`src/rtl/mem_rr_arb_if.sv`:
```
// Requester-side and memory-side valid/ready signals of the round-robin memory arbiter.
// The arbiter connects through the master modport; the surrounding system uses the slave modport.
interface mem_rr_arb_if #(
  parameter int NUM_PORTS = 4
);
  logic [NUM_PORTS-1:0]    s_valid;
  logic [NUM_PORTS-1:0]    s_ready;
  logic [32*NUM_PORTS-1:0] s_addr;
  logic [32*NUM_PORTS-1:0] s_wdata;
  logic [4*NUM_PORTS-1:0]  s_wstrb;
  logic [31:0]             s_rdata;
  logic                    mem_valid;
  logic                    mem_ready;
  logic [31:0]             mem_addr;
  logic [31:0]             mem_wdata;
  logic [3:0]              mem_wstrb;
  logic [31:0]             mem_rdata;

  modport master (
    input  s_valid, s_addr, s_wdata, s_wstrb, mem_ready, mem_rdata,
    output s_ready, s_rdata, mem_valid, mem_addr, mem_wdata, mem_wstrb
  );

  modport slave (
    output s_valid, s_addr, s_wdata, s_wstrb, mem_ready, mem_rdata,
    input  s_ready, s_rdata, mem_valid, mem_addr, mem_wdata, mem_wstrb
  );
endinterface

```
`src/rtl/mem_rr_arb.sv`:
```
// Round-robin arbiter sharing one valid/ready memory bus between NUM_PORTS requesters,
// with bubble-free back-to-back grants and a bus timeout that aborts a stuck access.
module mem_rr_arb #(
  parameter int          NUM_PORTS  = 4,
  parameter int          TIMEOUT    = 64,
  parameter logic [31:0] ABORT_DATA = 32'h0000_0000
) (
  input  logic                         clk,
  input  logic                         rstn,
  mem_rr_arb_if.master                 bus,
  output logic [$clog2(NUM_PORTS)-1:0] gnt_id,
  output logic                         busy,
  output logic                         timeout_err
);
  localparam int GW = $clog2(NUM_PORTS);
  localparam int TW = (TIMEOUT > 0) ? $clog2(TIMEOUT + 1) : 1;
  localparam logic [TW-1:0] TMO_LAST = (TIMEOUT > 0) ? TW'(TIMEOUT - 1) : '0;
  localparam logic [TW-1:0] TMR_MAX  = '1;

  typedef enum logic {S_IDLE, S_BUSY} state_t;

  state_t          state_q, state_d;
  logic [GW-1:0]   gnt_q, gnt_d;
  logic [GW-1:0]   ptr_q, ptr_d;
  logic [TW-1:0]   timer_q, timer_d;

  logic [31:0]     addr_a  [NUM_PORTS];
  logic [31:0]     wdata_a [NUM_PORTS];
  logic [3:0]      wstrb_a [NUM_PORTS];

  logic [NUM_PORTS-1:0] gnt_oh;
  logic [NUM_PORTS-1:0] req_m;
  logic [GW-1:0]        start;
  logic [GW-1:0]        gnt_inc;
  logic [GW-1:0]        win;
  logic                 hit;
  logic                 tmo;

  generate
    for (genvar gi = 0; gi < NUM_PORTS; gi++) begin : g_port
      assign addr_a[gi]  = bus.s_addr[32*gi +: 32];
      assign wdata_a[gi] = bus.s_wdata[32*gi +: 32];
      assign wstrb_a[gi] = bus.s_wstrb[4*gi +: 4];
    end
  endgenerate

  assign bus.mem_valid = (state_q == S_BUSY);
  assign busy          = (state_q == S_BUSY);
  assign bus.mem_addr  = addr_a[gnt_q];
  assign bus.mem_wdata = wdata_a[gnt_q];
  assign bus.mem_wstrb = wstrb_a[gnt_q];
  assign gnt_id        = gnt_q;

  assign gnt_oh  = NUM_PORTS'(1) << gnt_q;
  assign gnt_inc = (int'(gnt_q) == NUM_PORTS - 1) ? '0 : gnt_q + 1'b1;

  // While busy the search prepares the follow-on grant, so the current owner is
  // excluded and the scan begins just after it.
  assign start = (state_q == S_BUSY) ? gnt_inc : ptr_q;
  assign req_m = (state_q == S_BUSY) ? (bus.s_valid & ~gnt_oh) : bus.s_valid;

  always_comb begin
    hit = 1'b0;
    win = '0;
    for (int k = 0; k < NUM_PORTS; k++) begin
      int idx;
      idx = int'(start) + k;
      if (idx >= NUM_PORTS) idx = idx - NUM_PORTS;
      if (!hit && req_m[idx]) begin
        hit = 1'b1;
        win = GW'(idx);
      end
    end
  end

  always_comb begin
    state_d     = state_q;
    gnt_d       = gnt_q;
    ptr_d       = ptr_q;
    timer_d     = timer_q;
    bus.s_ready = '0;
    bus.s_rdata = bus.mem_rdata;
    timeout_err = 1'b0;
    tmo         = 1'b0;
    case (state_q)
      S_IDLE: begin
        if (hit) begin
          gnt_d   = win;
          timer_d = '0;
          state_d = S_BUSY;
        end
      end
      S_BUSY: begin
        tmo = (TIMEOUT > 0) && (timer_q == TMO_LAST) && !bus.mem_ready;
        if (bus.mem_ready || tmo) begin
          bus.s_ready = gnt_oh & bus.s_valid;
          if (tmo) begin
            bus.s_rdata = ABORT_DATA;
            timeout_err = 1'b1;
          end
          ptr_d = gnt_inc;
          if (hit) begin
            gnt_d   = win;
            timer_d = '0;
          end else begin
            state_d = S_IDLE;
          end
        end else if (timer_q != TMR_MAX) begin
          timer_d = timer_q + 1'b1;
        end
      end
      default: state_d = S_IDLE;
    endcase
  end

  always_ff @(posedge clk or negedge rstn) begin
    if (!rstn) begin
      state_q <= S_IDLE;
      gnt_q   <= '0;
      ptr_q   <= '0;
      timer_q <= '0;
    end else begin
      state_q <= state_d;
      gnt_q   <= gnt_d;
      ptr_q   <= ptr_d;
      timer_q <= timer_d;
    end
  end
endmodule

```
`src/flat_wrapper.sv`:
```
// flat-port wrapper written by rule: the top's interface ports become plain ports
module mem_rr_arb_flat 
#(
  parameter int          NUM_PORTS  = 4,
  parameter int          TIMEOUT    = 64,
  parameter logic [31:0] ABORT_DATA = 32'h0000_0000
)
  (clk, rstn, gnt_id, busy, timeout_err, bus_s_valid, bus_s_addr, bus_s_wdata, bus_s_wstrb, bus_mem_ready, bus_mem_rdata, bus_s_ready, bus_s_rdata, bus_mem_valid, bus_mem_addr, bus_mem_wdata, bus_mem_wstrb);
  mem_rr_arb_if #(.NUM_PORTS(NUM_PORTS)) bus_i ();
  input  logic clk;
  input  logic rstn;
  output logic [$clog2(NUM_PORTS)-1:0] gnt_id;
  output logic busy;
  output logic timeout_err;
  input wire logic [$bits(bus_i.s_valid)-1:0] bus_s_valid;
  input wire logic [$bits(bus_i.s_addr)-1:0] bus_s_addr;
  input wire logic [$bits(bus_i.s_wdata)-1:0] bus_s_wdata;
  input wire logic [$bits(bus_i.s_wstrb)-1:0] bus_s_wstrb;
  input wire logic [$bits(bus_i.mem_ready)-1:0] bus_mem_ready;
  input wire logic [$bits(bus_i.mem_rdata)-1:0] bus_mem_rdata;
  output wire logic [$bits(bus_i.s_ready)-1:0] bus_s_ready;
  output wire logic [$bits(bus_i.s_rdata)-1:0] bus_s_rdata;
  output wire logic [$bits(bus_i.mem_valid)-1:0] bus_mem_valid;
  output wire logic [$bits(bus_i.mem_addr)-1:0] bus_mem_addr;
  output wire logic [$bits(bus_i.mem_wdata)-1:0] bus_mem_wdata;
  output wire logic [$bits(bus_i.mem_wstrb)-1:0] bus_mem_wstrb;
  assign bus_i.s_valid = bus_s_valid;
  assign bus_i.s_addr = bus_s_addr;
  assign bus_i.s_wdata = bus_s_wdata;
  assign bus_i.s_wstrb = bus_s_wstrb;
  assign bus_i.mem_ready = bus_mem_ready;
  assign bus_i.mem_rdata = bus_mem_rdata;
  assign bus_s_ready = bus_i.s_ready;
  assign bus_s_rdata = bus_i.s_rdata;
  assign bus_mem_valid = bus_i.mem_valid;
  assign bus_mem_addr = bus_i.mem_addr;
  assign bus_mem_wdata = bus_i.mem_wdata;
  assign bus_mem_wstrb = bus_i.mem_wstrb;
  mem_rr_arb #(.NUM_PORTS(NUM_PORTS), .TIMEOUT(TIMEOUT), .ABORT_DATA(ABORT_DATA)) u_core (.clk(clk), .rstn(rstn), .bus(bus_i), .gnt_id(gnt_id), .busy(busy), .timeout_err(timeout_err));
endmodule
```
`config.mk`:
```
export PLATFORM = sky130hd
export DESIGN_NAME = mem_rr_arb_flat
export DESIGN_NICKNAME = d
export VERILOG_FILES = /design/src/rtl/mem_rr_arb_if.sv /design/src/rtl/mem_rr_arb.sv /design/src/flat_wrapper.sv
export SDC_FILE = /design/constraint.sdc
export NUM_CORES = 1
export LEC_CHECK = 0
export CELL_PAD_IN_SITES_DETAIL_PLACEMENT = 1
export CELL_PAD_IN_SITES_GLOBAL_PLACEMENT = 1
export CORE_AREA = 2 2 163 165
export CTS_CLUSTER_SIZE = 28
export DETAILED_ROUTE_END_ITERATION = 16
export DIE_AREA = 0 0 165 167
export PLACE_DENSITY_LB_ADDON = 0.1
export SYNTH_ARGS = -nofsm -noshare
export SYNTH_HDL_FRONTEND = slang
export SYNTH_SLANG_ARGS = --single-unit
export TNS_END_PERCENT = 30
```
`constraint.sdc`:
```
create_clock -name clk -period 3.8 [get_ports clk]
set_input_delay 0.57 -clock clk [delete_from_list [all_inputs] [get_ports clk]]
set_output_delay 0.57 -clock clk [all_outputs]
set_load 0.01 [all_outputs]
```
* Word-level counts from Yosys, hierarchy flattened
Index checks and enable logic that the tools add are counted.
** Cells by class
- Add/subtract/negate cells :: 9
- Multiply operators :: 0
- Divide/modulo/power cells :: 0
- Magnitude comparators :: 9
- Equality and inequality tests :: 5
- Shift-type cells :: 1
- Mux-type cells :: 54
- Bitwise gates (word level) :: 5
- Reduce and logical (&&, ||, !) cells :: 10
** Operators with widths (number)
- two-way mux 32 bit :: 11
- binary-select mux 32 bit (select 2 bit) :: 2
- less-than comparator 32 x 4 -> 1 bit (second input constant) :: 4
- >= comparator 32 x 4 -> 1 bit (second input constant) :: 3
- subtractor 32 x 4 -> 32 bit (second input constant) :: 3
- two-way mux 7 bit :: 3
- two-way mux 4 bit :: 5
- two-way mux 1 bit :: 17
- two-way mux 2 bit :: 8
- case mux 7 bit (2 select lines) :: 1
- AND 4 bit :: 2
- binary-select mux 1 bit (select 2 bit) :: 4
- binary-select mux 4 bit (select 2 bit) :: 1
- adder 7 x 1 -> 7 bit (second input constant) :: 1
- equality test 7 x 6 -> 1 bit (second input constant) :: 1
- inequality test 7 bit (second input constant) :: 1
- adder 2 x 2 -> 3 bit (second input constant) :: 2
- logical AND 1 bit :: 4
- logical NOT 1 bit :: 4
- inverter 4 bit :: 1
- case mux 2 bit (2 select lines) :: 1
- left shift 1 x 2 -> 4 bit (first input constant) :: 1
- subtractor 2 x 3 -> 4 bit (second input constant) :: 1
- adder 2 x 1 -> 3 bit (second input constant) :: 1
- 11 further kinds :: 11
** Storage, ports and cells
- Flip-flop bits (word level) :: 12
- Latch bits :: 0
- RAM bits :: 0
- Bits in read-only memories :: 0
- Output and inout bits :: 109
- Logic and storage cells :: 97
- Memories :: 0

* Longest topological paths before layout
- Depth after elaboration :: 21
- Depth in mapped cells :: 9
- Mapped depth without buffers :: 7

* Worst setup path before layout
No wires, ideal clock.
- Kind :: reg-to-reg
- From :: register u_core.gnt_q[0] (netlist: u_core.gnt_id[0])
- To :: register u_core.gnt_q[0] (netlist: u_core.gnt_id[0])
- Library setup time :: 79 ps
- Arrival time :: 2296 ps
- Slack :: 1425 ps
- Cell stages (with the launch flop) :: 9
- Path buffers :: 2
- Cell sequence :: dfrtp_1 > clkbuf_1 > buf_2 > inv_1 > ha_1 > mux2i_1 > mux2_2 > a211o_1 > mux2i_1
** On the way
- Word-level cells in the longest chain between the ends :: 21
- Elaborated cells on any way between the ends :: 52
- Those cells by class :: add/sub (8); order compare (4); eq/ne (1); shift (1); mux (30); bitwise (2); reduce/logical (6)
** RTL lines
- start: declaration :: RTL line mem_rr_arb.sv:23 : logic [GW-1:0] gnt_q, gnt_d;
- start signal: assignment :: RTL line mem_rr_arb.sv:124 : gnt_q <= gnt_d;
- adder 2 x 1 -> 2 bit / equality test 2 x 1 -> 1 bit (equally long branches) :: RTL line mem_rr_arb.sv:55 : assign gnt_inc = (int'(gnt_q) == NUM_PORTS - 1) ? '0 : gnt_q + 1'b1;
- two-way mux 2 bit * :: RTL line mem_rr_arb.sv:55
- via u_core.gnt_inc[1] :: RTL line mem_rr_arb.sv:34 : logic [GW-1:0] gnt_inc;
- two-way mux 2 bit * :: RTL line mem_rr_arb.sv:59 : assign start = (state_q == S_BUSY) ? gnt_inc : ptr_q;
- parallel branches: the longest is 15 deep, another holds subtractor 32 x 4 -> 32 bit
- two-way mux 2 bit * :: RTL line mem_rr_arb.sv:87, mem_rr_arb.sv:102
- two-way mux 2 bit :: RTL line mem_rr_arb.sv:95 : if (bus.mem_ready || tmo) begin
- case mux 2 bit (2 select lines) * :: RTL line mem_rr_arb.sv:85 : case (state_q)
Mark *: on every way through the listed nets, which the timed path passes. The select of a mux whose other input is x is not followed.
A chain may end at the register's enable or synchronous reset.

* Final worst setup path
- From :: register u_core.gnt_q[0] (netlist: u_core.gnt_id[0])
- To :: output port bus_mem_wdata[0]
** On the way
- Word-level cells in the longest chain between the ends :: 4
** RTL lines
- inverter 2 -> 3 bit (implied by the code) :: RTL line mem_rr_arb.sv:50 : assign bus.mem_wdata = wdata_a[gnt_q];
- binary-select mux 32 bit (select 2 bit) :: RTL line mem_rr_arb.sv:50
- two-way mux 32 bit (implied by the code) (2 in a row) :: RTL line mem_rr_arb.sv:50
- end: declaration :: RTL line flat_wrapper.sv:25 : output wire logic [$bits(bus_i.mem_wdata)-1:0] bus_mem_wdata;
No other way between the ends. The select of a mux whose other input is x is not followed.

==> impl_metrics.json <==
{
  "outcome": "completed",
  "core_area_um2": 25800,
  "maxCapViolCount": 0,
  "globalplace.congestion": 0.946,
  "fin_crit_sh_pct": 79.9,
  "leakage_uw": 0.00262,
  "synth_area_leader_cell": "mux4_2",
  "overflow": 0,
  "crit_required_ns": 3.23,
  "tightest_slew_ns": 0.695,
  "crit_path_end_kind": "primary output",
  "slew_headroom_pct": 53.6,
  "syn_area_um2": 2680,
  "vias": 3678,
  "clock_skew_ns": 0.000861,
  "worstPathMaxFanout": 18,
  "grt_max_degree": 47,
  "postCtsHoldBufs": 0,
  "async_reset_ff_share_pct": 100,
  "synth_edf_count": 0,
  "setup_viol": 0,
  "ff2ff_path_depth": 6,
  "cts_tree": "built",
  "drive_above_1_share_pct": 14.2,
  "synth_commonest_cells": "mux4_2, nor2b_1, dfrtp_1, buf_2, clkbuf_1",
  "initial_core_util_pct": 10.4,
  "worst_skew_pair.late_latency_ns": 0.24,
  "grtUsageTotal_pct": 14.6,
  "crit_buf_inv": 2,
  "postCtsResizedCells": 0,
  "hold_viol": 0,
  "nNetsFinal": 935,
  "area_delta_synth_final_pct": 174,
  "critPathMaxStageDelay_ns": 0.66,
  "drtIter0Drc": 143,
  "ys.flop_type": "dfrtp_1",
  "cp.arrival_ns": 2.47,
  "ir_worst_vdd_v": 0.000196,
  "tns_ns": 0,
  "remaining_drc_errors": 0,
  "chipWidth_um": 165,
  "setup_slack_ns": 0.764,
  "rsz0062_at_grt": "no",
  "hold_depth": 1,
  "slew_viol_final": 0,
  "critPathSlowestCell": "dfrtp_4",
  "postCtsSetupBuffers": 0,
  "pwr_density_cell_nw_per_um2": 475,
  "yosysMostFrequentCell": "mux4_2",
  "synth_nets": 527,
  "cts_max_level": 1,
  "crit_chain": "buf_4 > mux4_2 > clkdlybuf4s50_1",
  "synth-seq-cells": 12,
  "clock_sinks": 12,
  "dieArea_um2": 27600,
  "ios": 420,
  "total_power_uw": 3480,
  "clock.fmax_mhz": 329,
  "path_depth": 3,
  "ys_seq_area_share_pct": 11.2,
  "clockRootBuffer": "clkbuf_16",
  "synth.distinct_cells": 38,
  "cts_buffers": 3,
  "worstSetupStartpointType": "flip-flop",
  "clk_pin_slew_worst_paths_ns": 0.04,
  "ctsLongestPathBuffers": 2,
  "io_buffer_count": 419,
  "num_rows": 59,
  "fin_crit_ns": 3.04,
  "routed_wl_um": 21200,
  "critical_path_class": "flip-flop to primary output",
  "vias_per_cell": 3.85,
  "crit_family": "buffers and inverters",
  "yosysTopAreaCellShare_pct": 57.1,
  "detail-route-antenna-nets": 0,
  "grt_pass1_vias": 4168,
  "grt_pass1_wl_um": 29100,
  "ys.warnings.count": 0,
  "dr.pass1.iters": 4,
  "synth.area.top_cells": "mux4_2, dfrtp_1, nor2b_1",
  "syn_inst": 211,
  "wl_per_cell_um": 22.2,
  "worstHoldPathType": "flip-flop to flip-flop",
  "antenna_found_initial": 2,
  "dpl_worst_slack_ns": 0.851,
  "synth.avg_cell_area_um2": 12.7,
  "fp.dieH_um": 167,
  "dp_hpwl_um": 18800
}
## cell type report
class	count	area [um2]
timing repair buffer	424	4240
inverter	8	30.0
antenna	2	5.00
clock buffer	4	88.8
sequential	12	305
multi-input combinational	170	2250
tap	335	419
fill	2871	18400
## placed cells by master, fill, tap and decap left out, types with 4 or more instances in the layout
cell type	instances
clkdlybuf4s50_1	419
mux4_2	68
mux2_2	4
nand3_1	5
nor2_1	8
nor2b_1	34
ha_1	5
a21oi_1	7
inv_1	8
dfrtp_1	10
buf_4	4
and3_1	6
## worst paths after layout
| check | from | endpoint | slack (ns) |
|---|---|---|---|
| max | u_core.gnt_id[0]$_DFFE_PN0P_ | bus_mem_wdata[0] | 0.76 |
| max in group asynchronous | rstn | u_core.gnt_id[0]$_DFFE_PN0P_ | 2.62 |
| min | u_core.ptr_q[0]$_DFFE_PN0P_ | u_core.ptr_q[0]$_DFFE_PN0P_ | 0.50 |
| min reg2reg | u_core.ptr_q[0]$_DFFE_PN0P_ | u_core.ptr_q[0]$_DFFE_PN0P_ | 0.50 |
| max reg2reg | u_core.gnt_id[0]$_DFFE_PN0P_ | u_core.gnt_id[1]$_DFFE_PN0P_ | 1.01 |
| min in group asynchronous | rstn | u_core.timer_q[3]$_DFFE_PN0P_ | 0.72 |
## state kept, by name, summed over array words and instances (netlist names)
| register | count |
|---|---|
| u_core.timer_q | 7 |
| u_core.gnt_id | 2 |
| u_core.ptr_q | 2 |
| u_core.bus.mem_valid | 1 |
## per-layer routing
layer  vias up  GRT usage [%]  wire, um
met5         -              0         0
met1      1794           16.3      7640
met3         4           2.71      1570
li1       1691              -         -
met4         0           1.25        82
met2       189           29.0     11900
## through the flow
| stage | util [%] | area [um2] | hold slack (ns) | std cells |
|---|---|---|---|---|
| 2_1_floorplan | - | 2680 | 0.274 | 211 |
| 3_3_place_gp | 28.1 | 7250 | 0.490 | 949 |
| 3_5_place_dp | 28.1 | 7250 | 0.494 | 949 |
| 4_1_cts | 28.5 | 7340 | 0.504 | 953 |
| 5_1_grt | 28.5 | 7340 | 0.517 | 955 |
| 6_report | 28.5 | 7340 | 0.499 | 955 |
## logic make-up (layout without fill, tap and decap cells)
| kind of cell | Yosys count | count (layout) | share of synthesized area, % |
|---|---|---|---|
| simple gates | 63 | 63 | 14.0 |
| fa+ha+maj | 5 | 5 | 2.33 |
| buf+inv | 29 | 436 | 4.95 |
| flops | 12 | 12 | 11.2 |
| compound gates | 26 | 26 | 7.14 |
| mux | 76 | 76 | 60.3 |
| other cells | 0 | 2 | 0 |
## report_power, final
group | internal [uW] | switching, uW | total [uW]
Clock | 159 | 52.8 | 211
Combinational | 1840 | 1160 | 3000
Sequential | 175 | 94.0 | 269
(Power assumes the default switching activity.)
